File: src/rtl/pcs_tx_idle_elastic.sv
// TX-domain elastic FIFO between loopback retiming and the TX PCS encoder: deletes idles when
// occupancy is high, inserts idles when empty. Optional idle statistics under PCS_ELASTIC_STATS_EN.
module pcs_tx_idle_elastic #(
    parameter int DATA_W      = 64,
    parameter int LANE0_CNT_N = 1,
    parameter int DEPTH       = 8,
    parameter int HI_THRESH   = 6,
    localparam int KEEP_W     = DATA_W / 8
) (
    input  logic                     tx_clk,
    input  logic                     tx_reset,
    input  logic                     pcs_rx_valid_i,
    input  logic                     pcs_rx_ctrl_i,
    input  logic                     pcs_rx_idle_i,
    input  logic                     pcs_rx_term_i,
    input  logic                     pcs_rx_err_i,
    input  logic [LANE0_CNT_N-1:0]   pcs_rx_start_i,
    input  logic [DATA_W-1:0]        pcs_rx_data_i,
    input  logic [KEEP_W-1:0]        pcs_rx_keep_i,
    input  logic                     pcs_tx_ready_i,
    output logic                     pcs_tx_ctrl_o,
    output logic                     pcs_tx_idle_o,
    output logic                     pcs_tx_term_o,
    output logic                     pcs_tx_err_o,
    output logic [LANE0_CNT_N-1:0]   pcs_tx_start_o,
    output logic [DATA_W-1:0]        pcs_tx_data_o,
    output logic [KEEP_W-1:0]        pcs_tx_keep_o,
`ifdef PCS_ELASTIC_STATS_EN
    output logic [15:0]              ins_cnt_o,
    output logic [15:0]              del_cnt_o,
`endif
    output logic                     underflow_o,
    output logic                     overflow_o,
    output logic                     dbg_state,
    output logic [$clog2(DEPTH):0]   dbg_occupancy
);

    localparam int PTR_W = $clog2(DEPTH);
    localparam int OCC_W = PTR_W + 1;
    localparam logic [OCC_W-1:0] HI_OCC    = OCC_W'(HI_THRESH);
    localparam logic [OCC_W-1:0] DEPTH_OCC = OCC_W'(DEPTH);

    typedef struct packed {
        logic                   ctrl;
        logic                   idle;
        logic                   term;
        logic                   err;
        logic [LANE0_CNT_N-1:0] start;
        logic [DATA_W-1:0]      data;
        logic [KEEP_W-1:0]      keep;
    } blk_t;

    localparam int BLK_W = $bits(blk_t);
    localparam blk_t IDLE_BLK = blk_t'({1'b1, 1'b1, 1'b0, 1'b0, {(BLK_W-4){1'b0}}});
    localparam blk_t ERR_BLK  = blk_t'({1'b1, 1'b0, 1'b0, 1'b1, {(BLK_W-4){1'b0}}});

    typedef enum logic {IDLE_S = 1'b0, FRAME_S = 1'b1} state_t;

    // Handshake: a block enters when pcs_rx_valid_i=1 on an edge (no backpressure, so it is
    // written, deleted or dropped); the output block is consumed on every edge with pcs_tx_ready_i=1.
    blk_t             mem [DEPTH];
    blk_t             in_blk;
    blk_t             out_q;
    blk_t             load_blk;
    logic [PTR_W-1:0] wr_ptr;
    logic [PTR_W-1:0] rd_ptr;
    logic [OCC_W-1:0] occ;
    state_t           state_q;
    state_t           state_d;
    state_t           state_mid;
    logic             empty;
    logic             pop;
    logic             del;
    logic             wr;
    logic             drop;
    logic             ins;
    logic             under;
    logic             underflow_q;
    logic             overflow_q;

    assign in_blk = '{ctrl: pcs_rx_ctrl_i, idle: pcs_rx_idle_i, term: pcs_rx_term_i,
                      err: pcs_rx_err_i, start: pcs_rx_start_i, data: pcs_rx_data_i,
                      keep: pcs_rx_keep_i};

    always_comb begin
        empty    = (occ == '0);
        pop      = pcs_tx_ready_i && !empty;
        del      = pcs_rx_valid_i && pcs_rx_idle_i && (occ >= HI_OCC);
        // A pop in the same cycle frees the slot a full FIFO would otherwise refuse.
        wr       = pcs_rx_valid_i && !del && ((occ < DEPTH_OCC) || pop);
        drop     = pcs_rx_valid_i && !del && !wr;
        ins      = pcs_tx_ready_i && empty && (state_q == IDLE_S);
        under    = pcs_tx_ready_i && empty && (state_q == FRAME_S);
        load_blk = IDLE_BLK;
        if (pop) begin
            load_blk = mem[rd_ptr];
        end else if (under) begin
            load_blk = ERR_BLK;
        end
    end

    // Term/err closes the frame before start opens one, so term+start leaves the FSM in FRAME_S.
    always_comb begin
        state_mid = state_q;
        state_d   = state_q;
        if (pcs_tx_ready_i) begin
            if (load_blk.term || load_blk.err) begin
                state_mid = IDLE_S;
            end
            state_d = (load_blk.start != '0) ? FRAME_S : state_mid;
        end
    end

    always_ff @(posedge tx_clk) begin
        if (tx_reset) begin
            state_q <= IDLE_S;
        end else begin
            state_q <= state_d;
        end
    end

    always_ff @(posedge tx_clk) begin
        if (!tx_reset && wr) begin
            mem[wr_ptr] <= in_blk;
        end
    end

    always_ff @(posedge tx_clk) begin
        if (tx_reset) begin
            wr_ptr      <= '0;
            rd_ptr      <= '0;
            occ         <= '0;
            out_q       <= IDLE_BLK;
            underflow_q <= 1'b0;
            overflow_q  <= 1'b0;
        end else begin
            if (wr) begin
                wr_ptr <= wr_ptr + PTR_W'(1);
            end
            if (pop) begin
                rd_ptr <= rd_ptr + PTR_W'(1);
            end
            if (wr && !pop) begin
                occ <= occ + OCC_W'(1);
            end else if (pop && !wr) begin
                occ <= occ - OCC_W'(1);
            end
            if (pcs_tx_ready_i) begin
                out_q <= load_blk;
            end
            if (under) begin
                underflow_q <= 1'b1;
            end
            if (drop) begin
                overflow_q <= 1'b1;
            end
        end
    end

`ifdef PCS_ELASTIC_STATS_EN
    logic [15:0] ins_cnt_q;
    logic [15:0] del_cnt_q;

    always_ff @(posedge tx_clk) begin
        if (tx_reset) begin
            ins_cnt_q <= '0;
            del_cnt_q <= '0;
        end else begin
            if (ins && (ins_cnt_q != 16'hFFFF)) begin
                ins_cnt_q <= ins_cnt_q + 16'd1;
            end
            if (del && (del_cnt_q != 16'hFFFF)) begin
                del_cnt_q <= del_cnt_q + 16'd1;
            end
        end
    end

    assign ins_cnt_o = ins_cnt_q;
    assign del_cnt_o = del_cnt_q;
`else
    logic unused_ins;
    assign unused_ins = ins;
`endif

    assign pcs_tx_ctrl_o  = out_q.ctrl;
    assign pcs_tx_idle_o  = out_q.idle;
    assign pcs_tx_term_o  = out_q.term;
    assign pcs_tx_err_o   = out_q.err;
    assign pcs_tx_start_o = out_q.start;
    assign pcs_tx_data_o  = out_q.data;
    assign pcs_tx_keep_o  = out_q.keep;
    assign underflow_o    = underflow_q;
    assign overflow_o     = overflow_q;
    assign dbg_state      = (state_q == FRAME_S);
    assign dbg_occupancy  = occ;

endmodule

File: config.mk
export PLATFORM = sky130hd
export DESIGN_NAME = pcs_tx_idle_elastic
export DESIGN_NICKNAME = d
export VERILOG_FILES = /design/src/rtl/pcs_tx_idle_elastic.sv
export SDC_FILE = /design/constraint.sdc
export NUM_CORES = 1
export LEC_CHECK = 0
export ABC_CLOCK_PERIOD_IN_PS = 35400
export CAP_MARGIN = 10
export CORE_ASPECT_RATIO = 1.75
export CORE_UTILIZATION = 50
export DETAILED_ROUTE_END_ITERATION = 10
export PLACE_DENSITY_LB_ADDON = 0.1
export REMOVE_ABC_BUFFERS = 1
export SLEW_MARGIN = 10
export SYNTH_ARGS = -nofsm -noshare
export SYNTH_HDL_FRONTEND = slang
export SYNTH_SLANG_ARGS = --single-unit
File: constraint.sdc
create_clock -name tx_clk -period 35.4 [get_ports tx_clk]
set_input_delay 7.08 -clock tx_clk [delete_from_list [all_inputs] [get_ports tx_clk]]
set_output_delay 7.08 -clock tx_clk [all_outputs]
set_load 0.03 [all_outputs]
==> results.json <==
{
  "cts_setup_buffers": 0,
  "clock.fmax_mhz": 102,
  "worstSkewPairLatency_ps": 580,
  "critPathMaxFanout": 45,
  "synth-simple-area-share": 0.0290,
  "synth_fa_ha_area_frac": 0.00313,
  "path_class": "in -> reg",
  "ys.flop_type": "edfxtp_1",
  "rsz0062_at_grt": "false",
  "initial_utilization": 0.505,
  "cts.htree.levels": 3,
  "dieWidth_microns": 176,
  "post_cts_resize_count": 0,
  "io_pins": 165,
  "die_h_microns": 306,
  "outcome": "finished, final reports clean",
  "dp_hpwl_mm": 29.2,
  "antenna_found_initial": 2,
  "antenna_cells": 0,
  "drt_iter0_markers": 766,
  "layout-drive-gt1-share": 0.183,
  "synth_compound_area_frac": 0.0179,
  "areaGrowthSynthToFinish_pct": 16.7,
  "finalCritPeriodShare": 0.278,
  "start_kind": "input port",
  "tns_ps": 0,
  "grt_pass1_vias": 13530,
  "ys_seq_area_frac": 0.772,
  "relSlewSlack": 0.322,
  "postCtsHoldBufs": 0,
  "grt_pass1_wl_mm": 81.5,
  "cp.required_ps": 35600,
  "cp.arrival_ps": 10030,
  "fin_cells": 2221,
  "syn_area_per_cell_sq_um": 20.1,
  "synth-xor-area-share": 0.00233,
  "ant_nets": 0,
  "max-vdd-ir-drop_mv": 0.0451,
  "synth-edff-count": 616,
  "power_mw": 2.09,
  "root_buffer": "clkbuf_16",
  "nets": 1581,
  "gr-total-overflow": 0,
  "finalHoldViolCount": 0,
  "wl_mm": 53.3,
  "grt_max_degree": 79,
  "postPlaceCellArea_sq_mm": 0.0287,
  "drt-wirelength-per-cell_microns": 24.0,
  "ys_async_sr_fraction": 0,
  "ys_seq_elements": 709,
  "final_core_util": 0.589,
  "tightest_slew_ps": 1020,
  "coreArea_sq_mm": 0.0522,
  "reg2reg_slack_ps": 32340,
  "dp.cells": 2104,
  "synthMuxAreaShare": 0.161,
  "track_usage": 0.206,
  "synth_top_family_by_area": "multiplexers",
  "drcViolationCount": 0,
  "register_area_sq_mm": 0.0204,
  "vias_per_cell": 5.61,
  "hold_class": "reg -> reg",
  "pre_cts_ws_ps": 24960,
  "place_congestion": 0.714,
  "synth.distinct_cells": 36,
  "stdcell_area_sq_mm": 0.0308,
  "drv_cap": 0,
  "fin_crit_ps": 9830,
  "fin_skew_ps": 22.3,
  "p_per_area_mw_per_mm2": 67.8,
  "synthCells": 1309,
  "die-area_sq_mm": 0.0537,
  "numCtsBuffers": 66,
  "clk_pin_slew_worst_paths_ps": 60,
  "fillCellCount": 3957,
  "worst_slack_ps": 25570,
  "multi_input_area_sq_mm": 0.00567,
  "yosysWarningCount": 0,
  "crit_path_end_kind": "flop",
  "hold_ws_ps": 462,
  "numPortBuffers": 164,
  "num_rows": 111,
  "clock-sinks": 709,
  "report.final.slew_viol_count": 0,
  "num_vias": 12458,
  "cts_tree": "yes",
  "finalSetupViolations": 0,
  "cts.path.max_buffers": 3,
  "detail_route.first_pass.iterations": 7,
  "syn_area_sq_mm": 0.0264,
  "p_leak_nw": 9.56
}
-- per-layer routing --
| layer | vias to the layer above | GRT usage | share of wire |
|---|---|---|---|
| met2 | 243 | 0.373 | 0.54 |
| li1 | 5586 | - | - |
| met1 | 6555 | 0.254 | 0.40 |
| met3 | 70 | 0.0315 | 0.035 |
| met5 | - | 0 | 0.00060 |
| met4 | 4 | 0.0603 | 0.017 |
-- flip-flops by register name, indices dropped and copies added (netlist names), 3 cells and up, named ones only --
register,flops
mem,616
pcs_tx_data_o,64
pcs_tx_keep_o,8
dbg_occupancy,4
rd_ptr,3
wr_ptr,3
-- synth_stat cells, drive strengths merged (4+ instances only) --
cell	count	area [sq um]
nand2b	5	31.3
xnor2	4	35.0
dfxtp	93	1860
inv	4	15.0
a21oi	81	405
clkbuf	26	97.6
ha	5	62.6
mux2i	76	761
edfxtp	616	18500
mux4	153	3450
nor2	160	603
buf	45	270
nand2	12	45.0
-- cell usage in the layout, fill, tap and decap left out, types with 16 or more instances in the layout --
master	count
edfxtp_1	616
clkdlybuf4s50_1	163
nor2_1	157
mux4_2	153
dfxtp_1	90
a21oi_1	81
mux2i_1	76
clkbuf_16	71
buf_4	25
clkbuf_1	16
-- final timing paths --
kind	start	endpoint	depth (start not counted)
min reg2reg	pcs_tx_err_o$_SDFFE_PP0P_	pcs_tx_err_o$_SDFFE_PP0P_	2
max reg2reg	flop	pcs_tx_data_o[37]$_SDFFE_PP0P_	6
min	pcs_tx_err_o$_SDFFE_PP0P_	pcs_tx_err_o$_SDFFE_PP0P_	2
max	pcs_rx_idle_i	mem[6][44]$_DFFE_PP_	7
-- power breakdown --
part | total [mW] | internal (mW) | switching, mW | leakage [nW]
Sequential | 0.995 | 0.955 | 0.0393 | 6.32
Clock | 0.672 | 0.379 | 0.293 | 0.998
Combinational | 0.419 | 0.199 | 0.220 | 2.24
-- kinds of logic after synthesis --
family	after synthesis
flops	709
mux	232
simple gates	190
compound gates	90
buf+inv	75
xor+xnor	7
fa+ha+maj	6
-- critical path, cell delays in order --
cell and delay, ps:
clkdlybuf4s50_1 580, a31oi_1 230, o21a_1 300, nand2_1 240, nor4b_2 340, buf_4 520, buf_4 680
-- final cells by class --
class,instances,share of cell area
Sequential cell,709,0.662
Clock inverter,27,0.00488
Clock buffer,90,0.0611
Tap cell,678,0.0276
Multi-Input combinational cell,525,0.184
Timing Repair Buffer,188,0.0592
Inverter,4,0.000570
(Power assumes the default switching activity.)
